`config.mk`:
```
export PLATFORM = sky130hd
export DESIGN_NAME = ssc_corr_event_ctrl
export DESIGN_NICKNAME = d
export VERILOG_FILES = /design/src/rtl/ssc_corr_event_ctrl.sv
export SDC_FILE = /design/constraint.sdc
export NUM_CORES = 1
export LEC_CHECK = 0
export CORE_MARGIN = 10
export CORE_UTILIZATION = 50
export DETAILED_ROUTE_END_ITERATION = 12
export PLACE_DENSITY = 0.87
export SLEW_MARGIN = 20
export SYNTH_ARGS = -nofsm -noshare
export SYNTH_HDL_FRONTEND = slang
export SYNTH_SLANG_ARGS = --single-unit
```
`constraint.sdc`:
```
create_clock -name clk -period 8.9 [get_ports clk]
set_input_delay 1.78 -clock clk [delete_from_list [all_inputs] [get_ports clk]]
set_output_delay 1.78 -clock clk [all_outputs]
set_load 0.02 [all_outputs]
```
`src/rtl/ssc_corr_event_ctrl.sv`:
```
// rtl/ssc_corr_event_ctrl.sv - correlator event collector: sticky seen flags, time-stamped event FIFO, irq, read-bus merge
module ssc_corr_event_ctrl #(
  parameter int NCH        = 8,
  parameter int FIFO_DEPTH = 16,
  parameter int TS_W       = 24
) (
  input  logic              clk,
  input  logic              rst,
  input  logic [31:0]       addr,
  input  logic [31:0]       Wdata,
  input  logic              write,
  input  logic              read,
  input  logic              pushADC,
  input  logic              Global_Run,
  input  logic [32*NCH-1:0] Rdata_ch,
  input  logic [NCH-1:0]    cseen,
  output logic [31:0]       Rdata,
  output logic              irq
);
  localparam int AW = $clog2(FIFO_DEPTH);
  localparam int CW = AW + 1;
  localparam int EW = 3 + TS_W;

  logic [NCH-1:0]  seen, pend, cseen_q;
  logic [NCH:0]    ien;
  logic [TS_W-1:0] ts;
  logic [AW-1:0]   wr_ptr, rd_ptr;
  logic [CW-1:0]   count;
  logic            ovf;
  logic            read_q;
  logic [15:0]     addr_q;
  logic [EW-1:0]   mem [FIFO_DEPTH];

  logic [15:0]     a;
  logic            first, sel_seen, sel_evt, sel_stat, sel_ien, sel_ts;
  logic            pop, push, push_ok, full;
  logic [NCH-1:0]  rise, pr, grant, clr;
  logic [2:0]      gidx;
  logic [EW-1:0]   head;
  logic [31:0]     ch_or, own;
  logic            unused_bits;

  assign unused_bits = ^{addr[31:16], Wdata[30:TS_W]};

  assign a        = addr[15:0];
  assign sel_seen = (a == 16'h0108);
  assign sel_evt  = (a == 16'h010C);
  assign sel_stat = (a == 16'h0110);
  assign sel_ien  = (a == 16'h0114);
  assign sel_ts   = (a == 16'h0118);

  // A read held on the same address is one access; side effects fire only in its first cycle.
  assign first = read && !(read_q && (addr_q == a));
  assign pop   = first && sel_evt && (count != '0);
  assign clr   = (first && sel_seen) ? '1 : '0;

  assign rise    = cseen & ~cseen_q;
  assign pr      = pend | rise;
  assign grant   = pr & (~pr + 1'b1);
  assign push    = |pr;
  assign full    = (count == CW'(FIFO_DEPTH));
  assign push_ok = push && (!full || pop);
  assign head    = mem[rd_ptr];

  always_comb begin
    gidx = 3'd0;
    for (int i = NCH - 1; i >= 0; i--) begin
      if (pr[i]) gidx = 3'(i);
    end
  end

  always_comb begin
    ch_or = 32'h0;
    for (int i = 0; i < NCH; i++) begin
      ch_or = ch_or | Rdata_ch[32*i +: 32];
    end
  end

  always_comb begin
    own = 32'h0;
    if (sel_seen) own = 32'(seen);
    if (sel_evt && (count != '0)) own = {1'b1, 4'b0, head[EW-1:TS_W], head[TS_W-1:0]};
    if (sel_stat) own = {ovf, {(31-CW){1'b0}}, count};
    if (sel_ien)  own = 32'(ien);
    if (sel_ts)   own = 32'(ts);
  end

  assign Rdata = read ? (ch_or | own) : 32'h0;

  always_ff @(posedge clk) begin
    if (push_ok) mem[wr_ptr] <= {gidx, ts};
  end

  always_ff @(posedge clk) begin
    if (rst) begin
      seen    <= '0;
      pend    <= '0;
      cseen_q <= '0;
      ien     <= '0;
      ts      <= '0;
      wr_ptr  <= '0;
      rd_ptr  <= '0;
      count   <= '0;
      ovf     <= 1'b0;
      read_q  <= 1'b0;
      addr_q  <= '0;
      irq     <= 1'b0;
    end else begin
      cseen_q <= cseen;
      read_q  <= read;
      addr_q  <= a;
      seen    <= (seen & ~clr) | rise;
      pend    <= pr & ~grant;
      if (push_ok) wr_ptr <= wr_ptr + 1'b1;
      if (pop)     rd_ptr <= rd_ptr + 1'b1;
      count <= count + CW'(push_ok) - CW'(pop);
      // Overflow set beats a same-cycle host clear.
      if (push && full && !pop)                 ovf <= 1'b1;
      else if (write && sel_stat && Wdata[31])  ovf <= 1'b0;
      if (write && sel_ien) ien <= Wdata[NCH:0];
      if (write && sel_ts)                ts <= Wdata[TS_W-1:0];
      else if (pushADC && Global_Run)     ts <= ts + 1'b1;
      irq <= (|(seen & ien[NCH-1:0])) | (ien[NCH] && (count != '0));
    end
  end
endmodule
```
==> results of run 1 <==
-- flip-flops by register name, indices dropped and copies added, names as in the netlist, named ones only --
signal,cells
count,5
seen,8
cseen_q,8
mem,432
ovf,1
pend,7
ts,24
irq,1
read_q,1
wr_ptr,4
addr_q,16
ien,9
rd_ptr,4
-- metrics by stage --
| step | instances | hold WS, ns | area, um2 | worst slack (ns) | util |
|---|---|---|---|---|---|
| finish | 2200 | 0.428 | 27000 | 1.86 | 0.640 |
| global route | 2200 | 0.430 | 27000 | 1.72 | 0.640 |
| CTS | 2200 | 0.423 | 27000 | 1.86 | 0.640 |
| detailed placement | 2112 | 0.415 | 25500 | 1.91 | 0.603 |
| global placement | 2112 | 0.403 | 25500 | 2.04 | 0.603 |
| floorplan | 1273 | 0.399 | 21500 | 3.69 | - |
-- worst max path at each step --
| stage | slack [ns] | end | cells after the start |
|---|---|---|---|
| 2_1_floorplan | 3.69 | Rdata[4] | 7 |
| 3_3_place_gp | 2.04 | Rdata[15] | 8 |
| 3_5_place_dp | 1.91 | Rdata[6] | 8 |
| 4_1_cts | 1.86 | Rdata[7] | 8 |
| 5_1_grt | 1.72 | Rdata[15] | 8 |
| 6_report | 1.86 | Rdata[7] | 8 |
-- area by class of cell --
class | count | area (um2)
multi-input combinational | 674 | 6360
inverter | 18 | 67.6
clock inverter | 26 | 234
clock buffer | 62 | 1330
tap | 539 | 674
timing repair buffer | 357 | 3540
sequential | 524 | 14800
fill | 2774 | 15200
-- layer usage --
| layer | up-vias | global-route usage | share of wire |
|---|---|---|---|
| met5 | - | 0 | 0 |
| met3 | 196 | 0.0499 | 0.11 |
| met4 | 0 | 0.0907 | 0.039 |
| met1 | 6760 | 0.278 | 0.34 |
| met2 | 978 | 0.397 | 0.51 |
| li1 | 5806 | - | - |
-- logic make-up (layout without fill, tap and decap cells) --
kind of cell / Yosys count / after routing / synth area share
buffers and inverters: 75 / 463 / 0.0161
multiplexers: 141 / 141 / 0.145
adder cells (fa/ha/maj): 13 / 13 / 0.00791
AND/OR/NAND/NOR: 347 / 347 / 0.0864
AO/OA/AOI/OAI: 130 / 130 / 0.0385
XOR/XNOR: 43 / 43 / 0.0175
flip-flops: 524 / 524 / 0.689
-- Yosys cell counts, types with 6 or more instances --
master	n
sky130_fd_sc_hd__dfxtp_1	92
sky130_fd_sc_hd__nor2b_1	37
sky130_fd_sc_hd__nand3_1	23
sky130_fd_sc_hd__a221oi_1	6
sky130_fd_sc_hd__nand2_1	86
sky130_fd_sc_hd__a31oi_1	14
sky130_fd_sc_hd__a21oi_1	62
sky130_fd_sc_hd__ha_1	12
sky130_fd_sc_hd__buf_2	21
sky130_fd_sc_hd__a211oi_1	27
sky130_fd_sc_hd__and3_1	18
sky130_fd_sc_hd__nor2_1	65
sky130_fd_sc_hd__edfxtp_1	432
sky130_fd_sc_hd__clkbuf_1	29
sky130_fd_sc_hd__xnor2_1	16
sky130_fd_sc_hd__nor4_1	69
sky130_fd_sc_hd__inv_1	17
sky130_fd_sc_hd__nand4_1	6
sky130_fd_sc_hd__mux4_2	135
sky130_fd_sc_hd__and2_1	9
sky130_fd_sc_hd__xor2_1	27
-- layout by cell type, fill, tap and decap left out, types with 37 or more instances in the layout --
cell type                         synthesis  routed
sky130_fd_sc_hd__a21oi_1                 62      61
sky130_fd_sc_hd__nand2_1                 86      86
sky130_fd_sc_hd__nor2_1                  65      65
sky130_fd_sc_hd__nor4_1                  69      69
sky130_fd_sc_hd__dfxtp_1                 92      88
sky130_fd_sc_hd__edfxtp_1               432     432
sky130_fd_sc_hd__clkdlybuf4s50_1          0     342
sky130_fd_sc_hd__nor2b_1                 37      37
sky130_fd_sc_hd__mux4_2                 135     135
sky130_fd_sc_hd__clkbuf_16                0      49
-- power by group through the flow --
stage	clock (mW)	combinational, mW	sequential, mW
detailed placement	0	0.647	2.97
floorplan	0	0.340	2.93
CTS	2.04	0.663	2.93
global placement	0	0.617	2.94
finish	2.04	0.665	2.93
global route	2.14	0.699	2.94
-- critical path, cell delays in order --
cell                              delay, ns
sky130_fd_sc_hd__clkdlybuf4s50_1       0.50
sky130_fd_sc_hd__nor3b_1               0.51
sky130_fd_sc_hd__nand4_2               0.29
sky130_fd_sc_hd__nor3_4                0.75
sky130_fd_sc_hd__buf_4                 0.41
sky130_fd_sc_hd__nand2_1               0.10
sky130_fd_sc_hd__a31oi_1               0.23
sky130_fd_sc_hd__clkdlybuf4s50_1       0.69
==> flow_summary.html, run 1 <==
<table>
<tr><th>Metric</th><th>Value</th></tr>
<tr><th colspan="2">Floorplanning</th></tr>
<tr><td>Floorplan die area</td><td>0.0517 mm2</td></tr>
<tr><td>Rows</td><td>75</td></tr>
<tr><td>Effective utilization at floorplan</td><td>0.509</td></tr>
<tr><td># IOs</td><td>367</td></tr>
<tr><td>DIE WIDTH</td><td>227 um</td></tr>
<tr><td>Chip Height</td><td>227 um</td></tr>
<tr><td>Area of the core</td><td>0.0422 mm2</td></tr>
<tr><th colspan="2">Power and ir drop</th></tr>
<tr><td>Share of total power consumed by net switching</td><td>0.234</td></tr>
<tr><td>Relative contribution of sequential cells to total power</td><td>0.520</td></tr>
<tr><td>Psw</td><td>1.32 mW</td></tr>
<tr><td>Lkg Pwr</td><td>9.06 nW</td></tr>
<tr><td>Worst ir drop on vdd</td><td>0.187 mV</td></tr>
<tr><td>Fraction of power consumed by the clock network</td><td>0.362</td></tr>
<tr><td>P per Cell Area</td><td>209 mW/mm2</td></tr>
<tr><td>Internal Power</td><td>4.32 mW</td></tr>
<tr><td>Overall power of the completed layout</td><td>5.64 mW</td></tr>
<tr><td>Combinational group share of total power</td><td>0.118</td></tr>
<tr><th colspan="2">Clocking</th></tr>
<tr><td>Count of hold buffers inserted by post-cts repair</td><td>0</td></tr>
<tr><td>Clock tree from TritonCTS</td><td>built</td></tr>
<tr><td>Source-to-sink clock delay at the later pin of the worst-skew pair</td><td>0.58 ns</td></tr>
<tr><td>Largest buffer count on any clock path</td><td>3</td></tr>
<tr><td>H-tree depth reported by CTS</td><td>2</td></tr>
<tr><td>Number of buffers inserted during clock tree synthesis</td><td>49</td></tr>
<tr><td>Resized Gates After CTS</td><td>0</td></tr>
<tr><td>Post-CTS setup buffer count</td><td>0</td></tr>
<tr><td>Clock sink count</td><td>524</td></tr>
<tr><td>CTS Root Cell</td><td>sky130_fd_sc_hd__clkbuf_16</td></tr>
<tr><td>CTS clock-pin slew for the worst setup and hold paths</td><td>0.06 ns</td></tr>
<tr><th colspan="2">Synth</th></tr>
<tr><td>Mean Syn Cell Area</td><td>16.9 um2</td></tr>
<tr><td>Count of mapped cells out of synthesis</td><td>1273</td></tr>
<tr><td>Net count of the mapped netlist</td><td>1620</td></tr>
<tr><td>Leading register cell type out of synthesis</td><td>sky130_fd_sc_hd__edfxtp_1</td></tr>
<tr><td>Area of the mapped netlist</td><td>0.0215 mm2</td></tr>
<tr><td>Largest area contributor in the synthesized netlist</td><td>sky130_fd_sc_hd__edfxtp_1</td></tr>
<tr><td>Flop and latch count out of synthesis</td><td>524</td></tr>
<tr><td>Count of cell types in the netlist</td><td>59</td></tr>
<tr><td>Dominant cells by area after synthesis</td><td>sky130_fd_sc_hd__edfxtp_1 60%, sky130_fd_sc_hd__mux4_2 14%, sky130_fd_sc_hd__dfxtp_1 8.6%</td></tr>
<tr><td>Synth top area share</td><td>0.603</td></tr>
<tr><td>Count of flip-flops with a built-in enable after synthesis</td><td>432</td></tr>
<tr><td>Sequential element share of the synthesized area</td><td>0.689</td></tr>
<tr><td>Number of warnings reported in the yosys synthesis log</td><td>0</td></tr>
<tr><td>Async set-reset flop share out of synthesis</td><td>0</td></tr>
<tr><th colspan="2">Worst setup path</th></tr>
<tr><td>Startpoint of the worst-slack reg-to-reg timing path</td><td>count[2]</td></tr>
<tr><td>Crit path launch type</td><td>input port</td></tr>
<tr><td>Worst endpoint required time</td><td>7.12 ns</td></tr>
<tr><td>Worst Reg2Reg Path Length in Cells</td><td>19</td></tr>
<tr><td>Worst setup slack for register-to-register paths</td><td>4.15 ns</td></tr>
<tr><td>Capture instance of the worst register-to-register path</td><td>count[4]</td></tr>
<tr><td>CP max FO</td><td>16</td></tr>
<tr><td>CP startpoint</td><td>addr[8]</td></tr>
<tr><td>Startpoint-to-endpoint class of the critical path</td><td>in2out</td></tr>
<tr><td>Critical path data arrival time</td><td>5.26 ns</td></tr>
<tr><td>Capturing element type of the critical path</td><td>primary output</td></tr>
<tr><th colspan="2">STA</th></tr>
<tr><td>Final setup violation count</td><td>0</td></tr>
<tr><td>Actual slew at the worst max-slew pin</td><td>1.14 ns</td></tr>
<tr><td>Worst relative slew slack</td><td>0.241</td></tr>
<tr><td>Final number of max-transition violations</td><td>0</td></tr>
<tr><td>RSZ-0062 raised after global routing</td><td>no</td></tr>
<tr><td>Time the worst path needs with I/O delays and setup</td><td>7.04 ns</td></tr>
<tr><td>Fmax achieved</td><td>0.142 GHz</td></tr>
<tr><td>Setup tns final</td><td>0 ns</td></tr>
<tr><td>Final hold violation count</td><td>0</td></tr>
<tr><td>Post-route clock period utilization</td><td>0.791</td></tr>
<tr><td>Setup Skew</td><td>0.0267 ns</td></tr>
<tr><th colspan="2">Placed design</th></tr>
<tr><td>Number of port buffers</td><td>343</td></tr>
<tr><td>Routability-driven placement congestion ratio</td><td>0.852</td></tr>
<tr><td>Detailed Place HPWL</td><td>37100 um</td></tr>
<tr><th colspan="2">Outcome</th></tr>
<tr><td>Status</td><td>finished clean</td></tr>
<tr><th colspan="2">Hold path</th></tr>
<tr><td>Hold_sp</td><td>cseen_q[0]</td></tr>
<tr><td>Worst Hold Class</td><td>reg2reg</td></tr>
<tr><td>Hold path cells</td><td>1</td></tr>
<tr><td>Hold-critical path endpoint</td><td>pend[1]</td></tr>
<tr><th colspan="2">GRT</th></tr>
<tr><td>Number of global-route vias before repair</td><td>14.4k</td></tr>
<tr><td>Overflow after GRT</td><td>0</td></tr>
<tr><td>Antenna violations before repair</td><td>0</td></tr>
<tr><td>Combined global-route utilization of all metal layers</td><td>0.230</td></tr>
<tr><td>Maximum number of pins on one net before global-route repair</td><td>53</td></tr>
<tr><td>Wire length of the first global-routing pass</td><td>88900 um</td></tr>
<tr><th colspan="2">Detailed routing</th></tr>
<tr><td>Starting DRT DRC Count</td><td>1718</td></tr>
<tr><td>Vias per cell</td><td>6.25</td></tr>
<tr><td>Total routed wirelength</td><td>61000 um</td></tr>
<tr><td>Routed WL per cell</td><td>27.7 um</td></tr>
<tr><td>Via count</td><td>13.7k</td></tr>
<tr><td>Antenna Nets Post-Route</td><td>0</td></tr>
<tr><td>DRC viols</td><td>0</td></tr>
<tr><td>Total iterations of the first detailed-routing run</td><td>6</td></tr>
<tr><th colspan="2">Run</th></tr>
<tr><td>Max cap viols</td><td>0</td></tr>
<tr><th colspan="2">Layout</th></tr>
<tr><td>Number of antenna diodes</td><td>0</td></tr>
<tr><td>Share of post-route cells with drive strength above 1</td><td>0.157</td></tr>
<tr><td>Area growth, synth to finish</td><td>25.7%</td></tr>
<tr><td>NumNets Final</td><td>1971</td></tr>
</table>
Power figures use the tool's default switching activity.
==> inputs of run 2 (changes only) <==
==> constraint.sdc (replaced) <==
create_clock -name clk -period 7.1 [get_ports clk]
set_input_delay 1.42 -clock clk [delete_from_list [all_inputs] [get_ports clk]]
set_output_delay 1.42 -clock clk [all_outputs]
set_load 0.02 [all_outputs]
==> flow_summary.html, run 2 (synthesis results as in run 1) <==
<table>
<tr><th>Metric</th><th>Value</th></tr>
<tr><th colspan="2">Outcome</th></tr>
<tr><td>Status</td><td>finished clean</td></tr>
<tr><th colspan="2">STA</th></tr>
<tr><td>Worst hold-check slack</td><td>0.421 ns</td></tr>
<tr><td>Final number of max-transition violations</td><td>0</td></tr>
<tr><td>Final setup slack of the worst path</td><td>1.26 ns</td></tr>
<tr><td>Final hold violation count</td><td>0</td></tr>
<tr><td>Fmax achieved</td><td>0.171 GHz</td></tr>
<tr><td>Worst relative slew slack</td><td>0.246</td></tr>
<tr><td>Time the worst path needs with I/O delays and setup</td><td>5.84 ns</td></tr>
<tr><td>Setup Skew</td><td>0.0158 ns</td></tr>
<tr><td>RSZ-0062 raised after global routing</td><td>no</td></tr>
<tr><td>Actual slew at the worst max-slew pin</td><td>1.13 ns</td></tr>
<tr><td>Setup tns final</td><td>0 ns</td></tr>
<tr><td>Final setup violation count</td><td>0</td></tr>
<tr><td>Post-route clock period utilization</td><td>0.823</td></tr>
<tr><th colspan="2">Clocking</th></tr>
<tr><td>Post-CTS setup buffer count</td><td>0</td></tr>
<tr><td>Number of buffers inserted during clock tree synthesis</td><td>51</td></tr>
<tr><td>CTS clock-pin slew for the worst setup and hold paths</td><td>0.06 ns</td></tr>
<tr><td>H-tree depth reported by CTS</td><td>2</td></tr>
<tr><td>Count of hold buffers inserted by post-cts repair</td><td>0</td></tr>
<tr><td>Clock tree from TritonCTS</td><td>built</td></tr>
<tr><td>Source-to-sink clock delay at the later pin of the worst-skew pair</td><td>0.56 ns</td></tr>
<tr><td>Resized Gates After CTS</td><td>0</td></tr>
<tr><td>Clock sink count</td><td>524</td></tr>
<tr><td>Largest buffer count on any clock path</td><td>3</td></tr>
<tr><td>CTS Root Cell</td><td>sky130_fd_sc_hd__clkbuf_16</td></tr>
<tr><th colspan="2">Power and ir drop</th></tr>
<tr><td>Fraction of power consumed by the clock network</td><td>0.374</td></tr>
<tr><td>P per Cell Area</td><td>263 mW/mm2</td></tr>
<tr><td>Share of total power consumed by net switching</td><td>0.229</td></tr>
<tr><td>Worst ir drop on vdd</td><td>0.210 mV</td></tr>
<tr><td>Combinational group share of total power</td><td>0.118</td></tr>
<tr><td>Overall power of the completed layout</td><td>7.19 mW</td></tr>
<tr><td>Internal Power</td><td>5.54 mW</td></tr>
<tr><td>Lkg Pwr</td><td>9.25 nW</td></tr>
<tr><td>Relative contribution of sequential cells to total power</td><td>0.509</td></tr>
<tr><td>Psw</td><td>1.65 mW</td></tr>
<tr><th colspan="2">Floorplanning</th></tr>
<tr><td>Area of the core</td><td>0.0422 mm2</td></tr>
<tr><td>Rows</td><td>75</td></tr>
<tr><td># IOs</td><td>367</td></tr>
<tr><td>Chip Height</td><td>227 um</td></tr>
<tr><td>DIE WIDTH</td><td>227 um</td></tr>
<tr><td>Effective utilization at floorplan</td><td>0.509</td></tr>
<tr><td>Floorplan die area</td><td>0.0517 mm2</td></tr>
<tr><th colspan="2">Layout</th></tr>
<tr><td>End-of-flow core utilization</td><td>0.647</td></tr>
<tr><td>Most used cells in the layout excluding fill and tap cells</td><td>432 x sky130_fd_sc_hd__edfxtp_1, 342 x sky130_fd_sc_hd__clkdlybuf4s50_1, 135 x sky130_fd_sc_hd__mux4_2, 88 x sky130_fd_sc_hd__dfxtp_1, 86 x sky130_fd_sc_hd__nand2_1</td></tr>
<tr><td>Largest regs</td><td>mem x432, ts x24, addr_q x16</td></tr>
<tr><td>FF+latch area</td><td>0.0148 mm2</td></tr>
<tr><td>Layout fillers</td><td>2808</td></tr>
<tr><td>Area growth, synth to finish</td><td>27.1%</td></tr>
<tr><td>Most frequent standard cell in the layout excluding fill and tap cells</td><td>sky130_fd_sc_hd__edfxtp_1</td></tr>
<tr><td>Share of post-route cells with drive strength above 1</td><td>0.160</td></tr>
<tr><td>Non-filler instance count after layout</td><td>2229</td></tr>
<tr><td>Post-route cell area</td><td>0.0273 mm2</td></tr>
<tr><td>Number of antenna diodes</td><td>0</td></tr>
<tr><td>Register with the highest flop count</td><td>mem</td></tr>
<tr><td>Number of flip-flops under the largest register name</td><td>432</td></tr>
<tr><td>NumNets Final</td><td>1994</td></tr>
<tr><td>Area of combinational cells with multiple inputs</td><td>0.00634 mm2</td></tr>
<tr><th colspan="2">Detailed routing</th></tr>
<tr><td>Antenna Nets Post-Route</td><td>0</td></tr>
<tr><td>Via count</td><td>13.6k</td></tr>
<tr><td>Total routed wirelength</td><td>60900 um</td></tr>
<tr><td>Vias per cell</td><td>6.11</td></tr>
<tr><td>Starting DRT DRC Count</td><td>1489</td></tr>
<tr><td>Total iterations of the first detailed-routing run</td><td>5</td></tr>
<tr><td>DRC viols</td><td>0</td></tr>
<tr><td>Routed WL per cell</td><td>27.3 um</td></tr>
<tr><th colspan="2">Worst setup path</th></tr>
<tr><td>Crit path launch type</td><td>input port</td></tr>
<tr><td>Capture instance of the worst register-to-register path</td><td>count[4]</td></tr>
<tr><td>Worst endpoint required time</td><td>5.68 ns</td></tr>
<tr><td>Worst setup slack for register-to-register paths</td><td>3.21 ns</td></tr>
<tr><td>Startpoint-to-endpoint class of the critical path</td><td>in2out</td></tr>
<tr><td>Critical path data arrival time</td><td>4.42 ns</td></tr>
<tr><td>Worst Reg2Reg Path Length in Cells</td><td>19</td></tr>
<tr><td>Startpoint of the worst-slack reg-to-reg timing path</td><td>count[3]</td></tr>
<tr><td>CP max FO</td><td>7</td></tr>
<tr><td>Capturing element type of the critical path</td><td>primary output</td></tr>
<tr><th colspan="2">GRT</th></tr>
<tr><td>Number of global-route vias before repair</td><td>14.5k</td></tr>
<tr><td>Maximum number of pins on one net before global-route repair</td><td>94</td></tr>
<tr><td>Antenna violations before repair</td><td>0</td></tr>
<tr><td>Wire length of the first global-routing pass</td><td>90000 um</td></tr>
<tr><td>Overflow after GRT</td><td>0</td></tr>
<tr><td>Combined global-route utilization of all metal layers</td><td>0.232</td></tr>
<tr><th colspan="2">Placed design</th></tr>
<tr><td>Routability-driven placement congestion ratio</td><td>0.842</td></tr>
<tr><td>Placed cell area</td><td>0.0256 mm2</td></tr>
<tr><td>Number of port buffers</td><td>343</td></tr>
<tr><td>Number of placed instances with taps included</td><td>2133</td></tr>
<tr><td>Minimum setup slack after placement</td><td>1.28 ns</td></tr>
<tr><td>Detailed Place HPWL</td><td>39300 um</td></tr>
<tr><th colspan="2">Hold path</th></tr>
<tr><td>Hold_sp</td><td>cseen_q[0]</td></tr>
<tr><td>Hold-critical path endpoint</td><td>pend[1]</td></tr>
<tr><td>Worst Hold Class</td><td>reg2reg</td></tr>
<tr><td>Hold path cells</td><td>1</td></tr>
<tr><th colspan="2">Run</th></tr>
<tr><td>Max cap viols</td><td>0</td></tr>
</table>
[run 2: cell count changes in the layout (fill, tap and decap cells not counted), moves of 3 or more]
cell,change
sky130_fd_sc_hd__buf_12,+4
sky130_fd_sc_hd__and3_1,+12
sky130_fd_sc_hd__clkinv_1,+3
sky130_fd_sc_hd__buf_4,+17
sky130_fd_sc_hd__clkinv_2,+3
sky130_fd_sc_hd__clkbuf_16,+3
sky130_fd_sc_hd__and3_2,-12
sky130_fd_sc_hd__clkbuf_8,-3
sky130_fd_sc_hd__and2_2,-4
sky130_fd_sc_hd__and2_1,+4
[run 2: worst max-delay path: stages]
cell and delay [ns]:
sky130_fd_sc_hd__clkdlybuf4s50_1 0.51, sky130_fd_sc_hd__nor3b_1 0.45, sky130_fd_sc_hd__nand4_2 0.29, sky130_fd_sc_hd__nor3b_2 0.47
sky130_fd_sc_hd__a21oi_1 0.24, sky130_fd_sc_hd__a31oi_1 0.35, sky130_fd_sc_hd__clkdlybuf4s50_1 0.70
[run 2: final cells by class]
| type | count | area share |
|---|---|---|
| multi-input cells | 674 | 0.232 |
| well taps | 539 | 0.0247 |
| repair buffers | 378 | 0.137 |
| flip-flops and latches | 524 | 0.542 |
| inverters | 18 | 0.00247 |
| clock inverters | 35 | 0.0119 |
| clock buffers | 61 | 0.0496 |
[run 2: power by group through the flow]
stage	clock network, mW	logic [mW]	registers (mW)
6_report	2.68	0.845	3.66
5_1_grt	2.82	0.893	3.67
4_1_cts	2.70	0.843	3.66
3_5_place_dp	0	0.830	3.72
3_3_place_gp	0	0.803	3.69
2_1_floorplan	0	0.426	3.68
[run 2: worst max-delay path by stage]
stage,start,endpoint,cells past startpoint,slack (ns)
after detailed placement,addr[8],Rdata[8],7,1.28
after CTS,addr[8],Rdata[8],7,1.28
after global routing,addr[8],Rdata[8],7,1.07
final,addr[8],Rdata[8],7,1.26
after global placement,addr[8],Rdata[1],8,1.31
after floorplan,addr[0],Rdata[4],7,2.61
[run 2: routing by layer]
metal | up-vias | GRT usage | share of wire
li1 | 5869 | - | -
met1 | 6855 | 0.278 | 0.35
met2 | 775 | 0.415 | 0.53
met3 | 126 | 0.0524 | 0.10
met4 | 0 | 0.0598 | 0.024
met5 | - | 0 | 0
==> inputs of run 3 (changes only) <==
--- a/config.mk
+++ b/config.mk
@@ -6,7 +6,7 @@
 export NUM_CORES = 1
 export LEC_CHECK = 0
 export CORE_MARGIN = 10
-export CORE_UTILIZATION = 50
+export CORE_UTILIZATION = 48
 export DETAILED_ROUTE_END_ITERATION = 12
 export PLACE_DENSITY = 0.87
 export SLEW_MARGIN = 20
==> constraint.sdc (replaced) <==
create_clock -name clk -period 4.68 [get_ports clk]
set_input_delay 0.936 -clock clk [delete_from_list [all_inputs] [get_ports clk]]
set_output_delay 0.936 -clock clk [all_outputs]
set_load 0.02 [all_outputs]
==> flow_summary.html, run 3 (synthesis results as in run 1) <==
<table>
<tr><th>Metric</th><th>Value</th></tr>
<tr><th colspan="2">Outcome</th></tr>
<tr><td>Status</td><td>finished clean</td></tr>
<tr><th colspan="2">STA</th></tr>
<tr><td>Setup tns final</td><td>0 ns</td></tr>
<tr><td>Worst hold-check slack</td><td>0.436 ns</td></tr>
<tr><td>Final setup slack of the worst path</td><td>0.102 ns</td></tr>
<tr><td>Fmax achieved</td><td>0.218 GHz</td></tr>
<tr><td>Worst relative slew slack</td><td>0.305</td></tr>
<tr><td>Actual slew at the worst max-slew pin</td><td>1.04 ns</td></tr>
<tr><td>Post-route clock period utilization</td><td>0.978</td></tr>
<tr><td>Final setup violation count</td><td>0</td></tr>
<tr><td>Time the worst path needs with I/O delays and setup</td><td>4.58 ns</td></tr>
<tr><td>Final hold violation count</td><td>0</td></tr>
<tr><td>Setup Skew</td><td>0.0259 ns</td></tr>
<tr><td>Final number of max-transition violations</td><td>0</td></tr>
<tr><td>RSZ-0062 raised after global routing</td><td>no</td></tr>
<tr><th colspan="2">Detailed routing</th></tr>
<tr><td>Vias per cell</td><td>6.05</td></tr>
<tr><td>Routed WL per cell</td><td>26.7 um</td></tr>
<tr><td>Antenna Nets Post-Route</td><td>0</td></tr>
<tr><td>Starting DRT DRC Count</td><td>1863</td></tr>
<tr><td>DRC viols</td><td>0</td></tr>
<tr><td>Total iterations of the first detailed-routing run</td><td>5</td></tr>
<tr><td>Via count</td><td>13.9k</td></tr>
<tr><td>Total routed wirelength</td><td>61500 um</td></tr>
<tr><th colspan="2">Clocking</th></tr>
<tr><td>Largest buffer count on any clock path</td><td>3</td></tr>
<tr><td>H-tree depth reported by CTS</td><td>2</td></tr>
<tr><td>Source-to-sink clock delay at the later pin of the worst-skew pair</td><td>0.59 ns</td></tr>
<tr><td>Number of buffers inserted during clock tree synthesis</td><td>48</td></tr>
<tr><td>Clock sink count</td><td>524</td></tr>
<tr><td>CTS clock-pin slew for the worst setup and hold paths</td><td>0.07 ns</td></tr>
<tr><td>CTS Root Cell</td><td>sky130_fd_sc_hd__clkbuf_16</td></tr>
<tr><td>Count of hold buffers inserted by post-cts repair</td><td>0</td></tr>
<tr><td>Clock tree from TritonCTS</td><td>built</td></tr>
<tr><th colspan="2">Worst setup path</th></tr>
<tr><td>Largest incremental delay on the critical path</td><td>0.68 ns</td></tr>
<tr><td>Capture instance of the worst register-to-register path</td><td>count[4]</td></tr>
<tr><td>Worst Reg2Reg Path Length in Cells</td><td>19</td></tr>
<tr><td>Critical path data arrival time</td><td>3.64 ns</td></tr>
<tr><td>Buf+Inv Stages, Crit Path</td><td>3</td></tr>
<tr><td>Startpoint-to-endpoint class of the critical path</td><td>in2out</td></tr>
<tr><td>CP max FO</td><td>6</td></tr>
<tr><td>Slowest cell on the critical path</td><td>sky130_fd_sc_hd__clkdlybuf4s50_1</td></tr>
<tr><td>Dominant cell type by count on the critical path</td><td>sky130_fd_sc_hd__clkdlybuf4s50_1</td></tr>
<tr><td>Kind of cell with the highest combined delay on the critical path</td><td>buffers and inverters</td></tr>
<tr><td>Crit path launch type</td><td>input port</td></tr>
<tr><td>Worst path cell trace</td><td>clkdlybuf4s50_1 -&gt; nor4_4 -&gt; and4_1 -&gt; and3_1 -&gt; buf_4 -&gt; a21oi_1 -&gt; a31oi_1 -&gt; clkdlybuf4s50_1</td></tr>
<tr><td>Capturing element type of the critical path</td><td>primary output</td></tr>
<tr><td>Startpoint of the worst-slack reg-to-reg timing path</td><td>count[2]</td></tr>
<tr><td>Worst endpoint required time</td><td>3.74 ns</td></tr>
<tr><td>Worst setup slack for register-to-register paths</td><td>1.09 ns</td></tr>
<tr><th colspan="2">Hold path</th></tr>
<tr><td>Hold-critical path endpoint</td><td>pend[1]</td></tr>
<tr><td>Hold path cells</td><td>1</td></tr>
<tr><td>Hold_sp</td><td>cseen_q[0]</td></tr>
<tr><td>Worst Hold Class</td><td>reg2reg</td></tr>
<tr><th colspan="2">GRT</th></tr>
<tr><td>Maximum number of pins on one net before global-route repair</td><td>94</td></tr>
<tr><td>Combined global-route utilization of all metal layers</td><td>0.223</td></tr>
<tr><td>Number of global-route vias before repair</td><td>14.5k</td></tr>
<tr><td>Antenna violations before repair</td><td>0</td></tr>
<tr><td>Wire length of the first global-routing pass</td><td>90300 um</td></tr>
<tr><td>Overflow after GRT</td><td>0</td></tr>
<tr><th colspan="2">Power and ir drop</th></tr>
<tr><td>Lkg Pwr</td><td>9.42 nW</td></tr>
<tr><td>Overall power of the completed layout</td><td>10.9 mW</td></tr>
<tr><td>P per Cell Area</td><td>393 mW/mm2</td></tr>
<tr><td>Worst ir drop on vdd</td><td>0.279 mV</td></tr>
<tr><th colspan="2">Layout</th></tr>
<tr><td>Layout fillers</td><td>2940</td></tr>
<tr><td>Number of flip-flops under the largest register name</td><td>432</td></tr>
<tr><td>Number of antenna diodes</td><td>0</td></tr>
<tr><td>Area of combinational cells with multiple inputs</td><td>0.00636 mm2</td></tr>
<tr><td>Share of post-route cells with drive strength above 1</td><td>0.172</td></tr>
<tr><td>Register with the highest flop count</td><td>mem</td></tr>
<tr><td>End-of-flow core utilization</td><td>0.625</td></tr>
<tr><td>Non-filler instance count after layout</td><td>2302</td></tr>
<tr><td>Post-route cell area</td><td>0.0276 mm2</td></tr>
<tr><td>Largest regs</td><td>mem x432, ts x24, addr_q x16</td></tr>
<tr><td>Most frequent standard cell in the layout excluding fill and tap cells</td><td>sky130_fd_sc_hd__edfxtp_1</td></tr>
<tr><td>Area growth, synth to finish</td><td>28.5%</td></tr>
<tr><td>Most used cells in the layout excluding fill and tap cells</td><td>432 x sky130_fd_sc_hd__edfxtp_1, 336 x sky130_fd_sc_hd__clkdlybuf4s50_1, 135 x sky130_fd_sc_hd__mux4_2, 89 x sky130_fd_sc_hd__dfxtp_1, 86 x sky130_fd_sc_hd__nand2_1</td></tr>
<tr><td>NumNets Final</td><td>2018</td></tr>
<tr><td>FF+latch area</td><td>0.0148 mm2</td></tr>
<tr><th colspan="2">Placed design</th></tr>
<tr><td>Detailed Place HPWL</td><td>39000 um</td></tr>
<tr><td>Number of placed instances with taps included</td><td>2213</td></tr>
<tr><td>Number of port buffers</td><td>343</td></tr>
<tr><td>Minimum setup slack after placement</td><td>0.0592 ns</td></tr>
<tr><td>Routability-driven placement congestion ratio</td><td>0.917</td></tr>
<tr><td>Placed cell area</td><td>0.0260 mm2</td></tr>
<tr><th colspan="2">Floorplanning</th></tr>
<tr><td>Floorplan die area</td><td>0.0537 mm2</td></tr>
<tr><td>Effective utilization at floorplan</td><td>0.486</td></tr>
<tr><td># IOs</td><td>367</td></tr>
<tr><td>DIE WIDTH</td><td>232 um</td></tr>
<tr><td>Area of the core</td><td>0.0442 mm2</td></tr>
<tr><td>Rows</td><td>77</td></tr>
<tr><td>Chip Height</td><td>232 um</td></tr>
<tr><th colspan="2">Run</th></tr>
<tr><td>Max cap viols</td><td>0</td></tr>
</table>
[run 3: where the power goes]
part / switching (mW) / internal [mW] / leakage (nW) / total [mW]
Combinational: 0.657 / 0.660 / 3.48 / 1.32
Clock: 1.71 / 2.29 / 0.795 / 4.00
Sequential: 0.146 / 5.41 / 5.14 / 5.55
[run 3: worst max path at each step]
stage             from        to  slack (ns)  cells past startpoint
4_1_cts        addr[8]  Rdata[4]       0.006                      9
2_1_floorplan  addr[0]  count[4]        0.99                     17
3_3_place_gp   addr[8]  Rdata[4]        0.06                      9
6_report       addr[0]  Rdata[5]        0.10                      8
5_1_grt        addr[8]  Rdata[5]       0.006                      9
3_5_place_dp   addr[8]  Rdata[3]        0.06                      9
[run 3: layer usage]
layer	routed length, um	part of all wire	up-vias	global-route usage
met5	0	0	-	0
met4	2050	0.033	0	0.0796
met3	6310	0.10	139	0.0468
met2	31700	0.52	919	0.388
met1	21400	0.35	6967	0.271
li1	-	-	5911	-
[run 3: area by class of cell]
type / instances / area share
multi-input combinational: 674 / 0.230
timing repair buffer: 405 / 0.146
inverter: 18 / 0.00245
tap: 592 / 0.0268
sequential: 524 / 0.536
clock buffer: 64 / 0.0497
clock inverter: 25 / 0.00856
[run 3: worst register-to-register path, delay by kind of cell, from the launching register on]
family | cells | cell delay, ns
buffers and inverters | 6 | 0.64
AO/OA/AOI/OAI | 4 | 0.59
adder cells (fa/ha/maj) | 4 | 0.92
AND/OR/NAND/NOR | 5 | 1.02
flip-flops | 1 | 0.37
[run 3: what timing repair did]
action | CTS | global route
gates resized for setup | 1 | 7
setup buffers | 0 | 0
endpoints found under the setup margin | 1 | 19
hold endpoints to repair | 0 | 0
